## config.mk

```make
export PLATFORM = sky130hd
export DESIGN_NAME = mul_sequencer
export DESIGN_NICKNAME = d
export VERILOG_FILES = /design/src/rtl/mul_sequencer.sv
export SDC_FILE = /design/constraint.sdc
export NUM_CORES = 1
export LEC_CHECK = 0
export ABC_AREA = 1
export CAP_MARGIN = 15
export CORE_MARGIN = 3
export CORE_UTILIZATION = 37
export DETAILED_ROUTE_END_ITERATION = 7
export DONT_BUFFER_PORTS = 1
export PLACE_DENSITY = 0.55
export SYNTH_ARGS = -nofsm -noshare
export SYNTH_HDL_FRONTEND = slang
export SYNTH_SLANG_ARGS = --single-unit
```

## constraint.sdc

```tcl
create_clock -name clk -period 4.1 [get_ports clk]
set_input_delay 1.025 -clock clk [delete_from_list [all_inputs] [get_ports clk]]
set_output_delay 1.025 -clock clk [all_outputs]
set_load 0.01 [all_outputs]
```

## src/rtl/mul_sequencer.sv

```systemverilog
`default_nettype none
// ============================================================================
// Module      : mul_sequencer
// Description : Iterative unsigned shift-and-add multiplier controller for the
//               Execute stage; stalls the pipeline while iterating and returns
//               the low or high half of the 2*DATA_WIDTH product.
//               Optional build macro: MUL_EARLY_EXIT_EN (stop once the
//               remaining multiplier bits are all zero).
// Revision    : 1.0 - initial release
// ============================================================================
module mul_sequencer #(
    parameter int DATA_WIDTH = 32
) (
    input  logic                  clk,
    input  logic                  rst,
    input  logic                  StartE,
    input  logic                  FlushE,
    input  logic [DATA_WIDTH-1:0] SrcAE,
    input  logic [DATA_WIDTH-1:0] SrcBE,
    input  logic                  MulHighE,
    output logic                  BusyE,
    output logic                  DoneE,
    output logic [DATA_WIDTH-1:0] MulOut
);

    localparam int CNT_W = $clog2(DATA_WIDTH) + 1;

    typedef enum logic [1:0] {
        ST_IDLE = 2'd0,
        ST_RUN  = 2'd1,
        ST_DONE = 2'd2
    } state_t;

    state_t                    state_q, state_d;
    logic [2*DATA_WIDTH-1:0]   mcand_q, mcand_d;
    logic [DATA_WIDTH-1:0]     mplier_q, mplier_d;
    logic [2*DATA_WIDTH-1:0]   prod_q, prod_d;
    logic [CNT_W-1:0]          cnt_q, cnt_d;
    logic                      high_q, high_d;
    logic [DATA_WIDTH-1:0]     mul_out_q, mul_out_d;

    logic [2*DATA_WIDTH-1:0]   prod_sum;
    logic [DATA_WIDTH-1:0]     mplier_shift;
    logic                      last_iter;

    always_ff @(posedge clk) begin
        if (rst) begin
            state_q   <= ST_IDLE;
            mcand_q   <= '0;
            mplier_q  <= '0;
            prod_q    <= '0;
            cnt_q     <= '0;
            high_q    <= 1'b0;
            mul_out_q <= '0;
        end else begin
            state_q   <= state_d;
            mcand_q   <= mcand_d;
            mplier_q  <= mplier_d;
            prod_q    <= prod_d;
            cnt_q     <= cnt_d;
            high_q    <= high_d;
            mul_out_q <= mul_out_d;
        end
    end

    always_comb begin
        state_d      = state_q;
        mcand_d      = mcand_q;
        mplier_d     = mplier_q;
        prod_d       = prod_q;
        cnt_d        = cnt_q;
        high_d       = high_q;
        mul_out_d    = mul_out_q;
        // Carry out of the 2W-bit sum cannot occur for W x W operands.
        prod_sum     = prod_q + (mplier_q[0] ? mcand_q : '0);
        mplier_shift = mplier_q >> 1;
        last_iter    = (cnt_q == CNT_W'(DATA_WIDTH - 1));
`ifdef MUL_EARLY_EXIT_EN
        last_iter    = last_iter | (mplier_shift == '0);
`endif

        case (state_q)
            ST_IDLE: begin
                if (StartE && !FlushE) begin
                    mcand_d  = {{DATA_WIDTH{1'b0}}, SrcAE};
                    mplier_d = SrcBE;
                    prod_d   = '0;
                    cnt_d    = '0;
                    high_d   = MulHighE;
                    state_d  = ST_RUN;
`ifdef MUL_EARLY_EXIT_EN
                    if (SrcBE == '0) begin
                        state_d   = ST_DONE;
                        mul_out_d = '0;
                    end
`endif
                end
            end
            ST_RUN: begin
                if (FlushE) begin
                    state_d = ST_IDLE;
                end else begin
                    prod_d   = prod_sum;
                    mcand_d  = mcand_q << 1;
                    mplier_d = mplier_shift;
                    cnt_d    = cnt_q + CNT_W'(1);
                    if (last_iter) begin
                        state_d   = ST_DONE;
                        mul_out_d = high_q ? prod_sum[2*DATA_WIDTH-1:DATA_WIDTH]
                                           : prod_sum[DATA_WIDTH-1:0];
                    end
                end
            end
            ST_DONE: begin
                // StartE is deliberately ignored here; requester re-asserts in IDLE.
                state_d = ST_IDLE;
            end
            default: begin
                state_d = ST_IDLE;
            end
        endcase
    end

    assign BusyE  = !rst && ((state_q == ST_RUN) ||
                             ((state_q == ST_IDLE) && StartE && !FlushE));
    assign DoneE  = !rst && (state_q == ST_DONE) && !FlushE;
    assign MulOut = mul_out_q;

endmodule
`default_nettype wire

```

* After elaboration in Yosys (flattened, before gate mapping)
Cells that the tools add are included.
** Storage, ports and cells
- Register bits :: 201
- Latch bits :: 0
- Memory bits (writable) :: 0
- Memory bits (read-only) :: 0
- Word-level logic and storage cells :: 49
- Memories :: 0
** Operators by class
- $add $sub $neg :: 2
- Multipliers :: 0
- Divide/modulo/power cells :: 0
- Order comparisons :: 0
- Equality and inequality tests :: 6
- Shift operators :: 0
- Muxes and demuxes :: 18
- Bitwise logic cells :: 1
- Reductions and logical operators :: 15
** Operators by type and width (count)
- 2-to-1 mux 64 bit :: 5
- one-hot mux 64 bit (2 select lines) :: 2
- 2-to-1 mux 32 bit :: 3
- adder 64 bit :: 1
- one-hot mux 32 bit (2 select lines) :: 1
- 2-to-1 mux 6 bit :: 2
- one-hot mux 6 bit (2 select lines) :: 1
- adder 6 x 1 -> 6 bit (second input constant) :: 1
- == test 6 x 5 -> 1 bit (second input constant) :: 1
- logical AND 1 bit :: 6
- 2-to-1 mux 2 bit :: 3
- AND reduction 3 bit :: 2
- != test 2 bit (second input constant) :: 2
- one-hot mux 2 bit (2 select lines) :: 1
- AND reduction 2 bit :: 2
- != test 3 bit (second input constant) :: 1
- == test 2 x 1 -> 1 bit (second input constant) :: 1
- == test 2 bit (second input constant) :: 1
- zero test 1 bit :: 2
- zero test 2 bit :: 1
- nonzero test 2 bit :: 1
- logical OR 1 bit :: 1
- NOT 1 bit :: 1

* Logic depth before layout (Yosys ltp)
- Depth in word-level cells :: 5
- Gate-level depth with buffers :: 22

* Worst setup path after synthesis
OpenSTA, ideal clock, no wires.
- Path type :: input to output
- Start :: input port FlushE
- End :: output port BusyE
- Data arrival time :: 1.877 ns
- Data required time :: 3.075 ns
- Setup slack :: 1.198 ns
- Stages :: 4
- Cell sequence :: nor4_4 -> buf_2 -> inv_1 -> a21oi_1
** On the way
- Cells in the longest elaborated chain, start to end :: 4
** RTL lines
- from (decl) :: line 17 : input logic FlushE,
- zero test 1 bit :: line 125 : ((state_q == ST_IDLE) && StartE && !FlushE));
- logical AND 1 bit :: line 125
- logical OR 1 bit :: line 124 : assign BusyE = !rst && ((state_q == ST_RUN) ||
- logical AND 1 bit :: line 124
- to (decl) :: line 21 : output logic BusyE,
No other way between the ends.

* Final worst setup path
- Start :: register mplier_q[0]
- End :: register mul_out_q[14] (netlist: MulOut[14])
** On the way
- Cells in the longest elaborated chain, start to end :: 3
** RTL lines
- from (decl) :: line 36 : logic [DATA_WIDTH-1:0] mplier_q, mplier_d;
- from (signal assigned) :: line 58 : mplier_q <= mplier_d;
- 2-to-1 mux 64 bit :: line 75 : prod_sum = prod_q + (mplier_q[0] ? mcand_q : '0);
- adder 64 bit :: line 75
- 2-to-1 mux 32 bit :: line 109 : mul_out_d = high_q ? prod_sum[2*DATA_WIDTH-1:DATA_WIDTH]
- to (signal assigned) :: line 62 : mul_out_q <= mul_out_d;
- to (decl) :: line 40 : logic [DATA_WIDTH-1:0] mul_out_q, mul_out_d;
No other way between the ends.
A chain may end at the register's enable or synchronous reset.

==> summary.md <==
| Metric | Value |
|---|---|
| Status | `completed` |
| Post-CTS Setup Inserts | `0` |
| H-tree Lvls | `1` |
| CTS tree | `yes` |
| R2R setup slack | `0.71 ns` |
| Syn_nets | `2686` |
| Vias | `14900` |
| Core area | `38800 µm²` |
| Synth top area cells | `nand2_1 (28%), dfxtp_1 (28%), inv_1 (11%)` |
| Synth Flop Type | `dfxtp_1` |
| CTS Hold Bufs | `0` |
| Routed wire length | `55.0 mm` |
| Worst EP arrival | `3.89 ns` |
| GRT Util Overall | `about a quarter` |
| Total gr overflow | `0` |
| Worst-margin pin slew | `0.787 ns` |
| Unique cell type count in the Yosys netlist | `40` |
| Finished Layout Cells | `3041` |
| Static leakage | `roughly 0.0083 µW` |
| Worst vdd ir | `around 0.35 mV` |
| Avg Cell Area, Syn | `5.72 µm²` |
| PostCTS Resize Cnt | `0` |
| Hold Slack | `0.463 ns` |
| EDFF count, synth | `0` |
| Routed WL per cell | `18.1 µm` |
| Cell area after layout | `15900 µm²` |
| Die ar. | `41900 µm²` |
| First-pass GRT wire length | `84.4 mm` |
| DP Area | `approximately 15000 µm²` |
| Worst-path clk slew | `0.06 ns` |
| Row cnt | `72` |
| Initial Utilization | `37.6%` |
| Seq cells post-synth | `201` |
| Area Overhead vs Synth | `8.74%` |
| Vias per cell | `4.89` |
| Netlist Area Pre-Place | `14600 µm²` |
| Antenna violations before repair | `0` |
| Largest stage delay, worst path | `0.83 ns` |
| Vias in the first global route | `14500` |
| Total number of yosys warnings | `0` |
| Post-synth ARST share | `0%` |
| Crit end category | `register` |
| Placed insts | `~3000` |
| Max FO, Critical Path | `35` |
| Post-Synthesis Cells | `about 2600` |
| Crit start category | `register` |
| Terminus of the critical flop-to-flop path | `MulOut[14]$_SDFFE_PP0P_` |
| Max-slew violation count | `0` |
| Largest net degree at the start of global routing | `around 160` |
| Diodes inserted | `0` |
| Residual DRC count | `0` |
| Clock Tree Buf Depth | `3` |
| Setup violators final | `0` |
| Fin util | `about two fifths` |
| Layout Skew | `approximately 0.015 ns` |
| Worst-path cell chain | `nand2_1 -> inv_1 -> ha_1 -> inv_1 -> fa_1 -> inv_1 -> nand3_1 -> nand2_2 -> nand2_1 -> nand2_1 -> nand2_1 -> nand2_2 -> xor2_1 -> o21ai_0 -> inv_1 -> nand2_1 -> a21oi_2` |
| Worst setup path end | `MulOut[14]$_SDFFE_PP0P_` |
| Die width | `between 200 and 250 µm` |
| PortBufs | `0` |
| CTS buffer count | `26` |
| Sequential area share after synthesis | `27.6%` |
| Cell area power density | `roughly 300 nW/µm²` |
| Router iterations before antenna repair | `6` |
| Worst reg2reg path startpoint | `mplier_q[0]$_SDFFE_PP0P_` |
| Setup CP Type | `reg -> reg` |
| DP HPWL | `42.9 mm` |
| Max-capacitance violation count | `0` |
| Fin Setup TNS | `0 ns` |
| IO Pins | `103` |
| CTS sink count | `201` |
| Synth top area share | `28.0%` |
| Fin crit period | `3.39 ns` |
| RSZ-0062 raised after global routing | `no` |
| R2R depth | `17` |
| Slew HR | `a little under half` |
| CP most frequent cell | `nand2_1` |
| Req. time, crit path | `approximately 4.6 ns` |
| Tcrit/Tclk final | `82.6%` |
| Final hold vios | `0` |
| Worst skew pair latency | `0.57 ns` |
| Slowest stage cell on the critical path | `dfxtp_2` |
| DRT antenna net count | `0` |
| Die height | `205 µm` |
| Leading area contributor after synthesis | `nand2_1` |
| Worst min-delay path class | `reg -> reg` |
| Root Driver | `clkbuf_16` |
| Commonest cells post-synth | `nand2_1 (1088), inv_1 (446), dfxtp_1 (201)` |
| DRT iter0 DRCs | `1004` |
| GP Congestion | `1.00` |
| Layout cells sized above 1 | `6.02%` |
| Worst setup path start | `mplier_q[0]$_SDFFE_PP0P_` |
| Top-count cell post-synth | `nand2_1` |
| Max Clk Rate | `295 MHz` |
| Final nets | `around 2600` |
[cells by family after synthesis]
kind of cell    share of synthesized area [%]
buf+inv                                  14.5
fa+ha+maj                                5.62
simple gates                             39.5
flops                                    27.6
xor+xnor                                 1.02
compound gates                           11.8
[placed cells by master (no fill, tap or decap), types with 3 or more instances in the layout]
cell type / Yosys / layout
and2_1: 3 / 3
or2_2: 6 / 6
nor2_1: 130 / 130
a21oi_1: 163 / 163
nand4_1: 8 / 8
buf_4: 1 / 6
clkbuf_16: 0 / 26
o21ai_0: 61 / 61
buf_12: 0 / 4
a31oi_1: 56 / 56
a21oi_2: 15 / 15
inv_2: 15 / 15
nand3_2: 4 / 4
clkbuf_8: 0 / 5
nor3_2: 10 / 10
nor2_2: 16 / 16
ha_1: 64 / 64
xor2_1: 15 / 15
dfxtp_1: 201 / 199
nand2_2: 26 / 26
nor2_4: 4 / 4
clkbuf_1: 47 / 10
inv_1: 446 / 446
a311oi_1: 6 / 6
nor3_1: 7 / 7
o21bai_1: 3 / 3
nand3_1: 100 / 100
nand2_1: 1088 / 1088
a211oi_1: 4 / 4
[registers in the layout, summed over array words and instances (netlist names)]
signal / count
MulOut: 32
cnt_q: 6
high_q: 1
mcand_q: 64
mplier_q: 32
prod_q: 64
state_q: 2
[power breakdown]
| group | total [µW] | leakage [µW] | switching (µW) | internal [µW] |
|---|---|---|---|---|
| sequential | 2080 | 0.00163 | 61.9 | 2020 |
| combinational | 304 | 0.00629 | 214 | 90.1 |
| clock | 2350 | 0.000422 | 947 | 1400 |
[per-stage QoR]
stage | total power, µW | worst slack [ns]
after floorplan | 2340 | 1.20
after global placement | 2420 | 0.833
after detailed placement | 2430 | 0.797
after CTS | 4790 | 0.787
after global routing | 4910 | 0.537
final | 4730 | 0.713
[worst max-delay path: cells and delay by family (launching register included)]
| kind | cells | cell delay [ns] |
|---|---|---|
| simple gates | 8 | 0.86 |
| compound gates | 2 | 0.31 |
| flops | 1 | 0.83 |
| fa+ha+maj | 2 | 0.55 |
| buf+inv | 4 | 0.36 |
| xor+xnor | 1 | 0.40 |
[metal layers]
metal  global-route usage (%)  part of all wire [%]  vias to the layer above
met5                        0                     0                        -
met4                     6.17                   2.4                        0
li1                         -                     -                     7688
met2                     41.1                    43                      399
met3                     5.26                   6.8                       57
met1                     36.8                    48                     6726
[how the worst min path moves through the flow]
| stage | start | to | slack [ns] | cells after the start |
|---|---|---|---|---|
| 3_5_place_dp | mplier_q[31]$_SDFFE_PP0P_ | mplier_q[31]$_SDFFE_PP0P_ | 0.45 | 2 |
| 5_1_grt | mplier_q[22]$_SDFFE_PP0P_ | mplier_q[22]$_SDFFE_PP0P_ | 0.48 | 2 |
| 2_1_floorplan | mplier_q[31]$_SDFFE_PP0P_ | mplier_q[31]$_SDFFE_PP0P_ | 0.44 | 2 |
| 4_1_cts | mplier_q[31]$_SDFFE_PP0P_ | mplier_q[31]$_SDFFE_PP0P_ | 0.46 | 2 |
| 3_3_place_gp | mplier_q[31]$_SDFFE_PP0P_ | mplier_q[31]$_SDFFE_PP0P_ | 0.45 | 2 |
| 6_report | mplier_q[31]$_SDFFE_PP0P_ | mplier_q[31]$_SDFFE_PP0P_ | 0.46 | 2 |
[final cells by class]
class                   count  area [µm²]
clock buffers              41         757
clock inverters             7         119
fillers                  4409       23000
inverters                 462        1740
multi-input cells        1802        8460
flip-flops and latches    201        4030
well taps                 518         648
repair buffers             10         125
(Power assumes the default switching activity.)
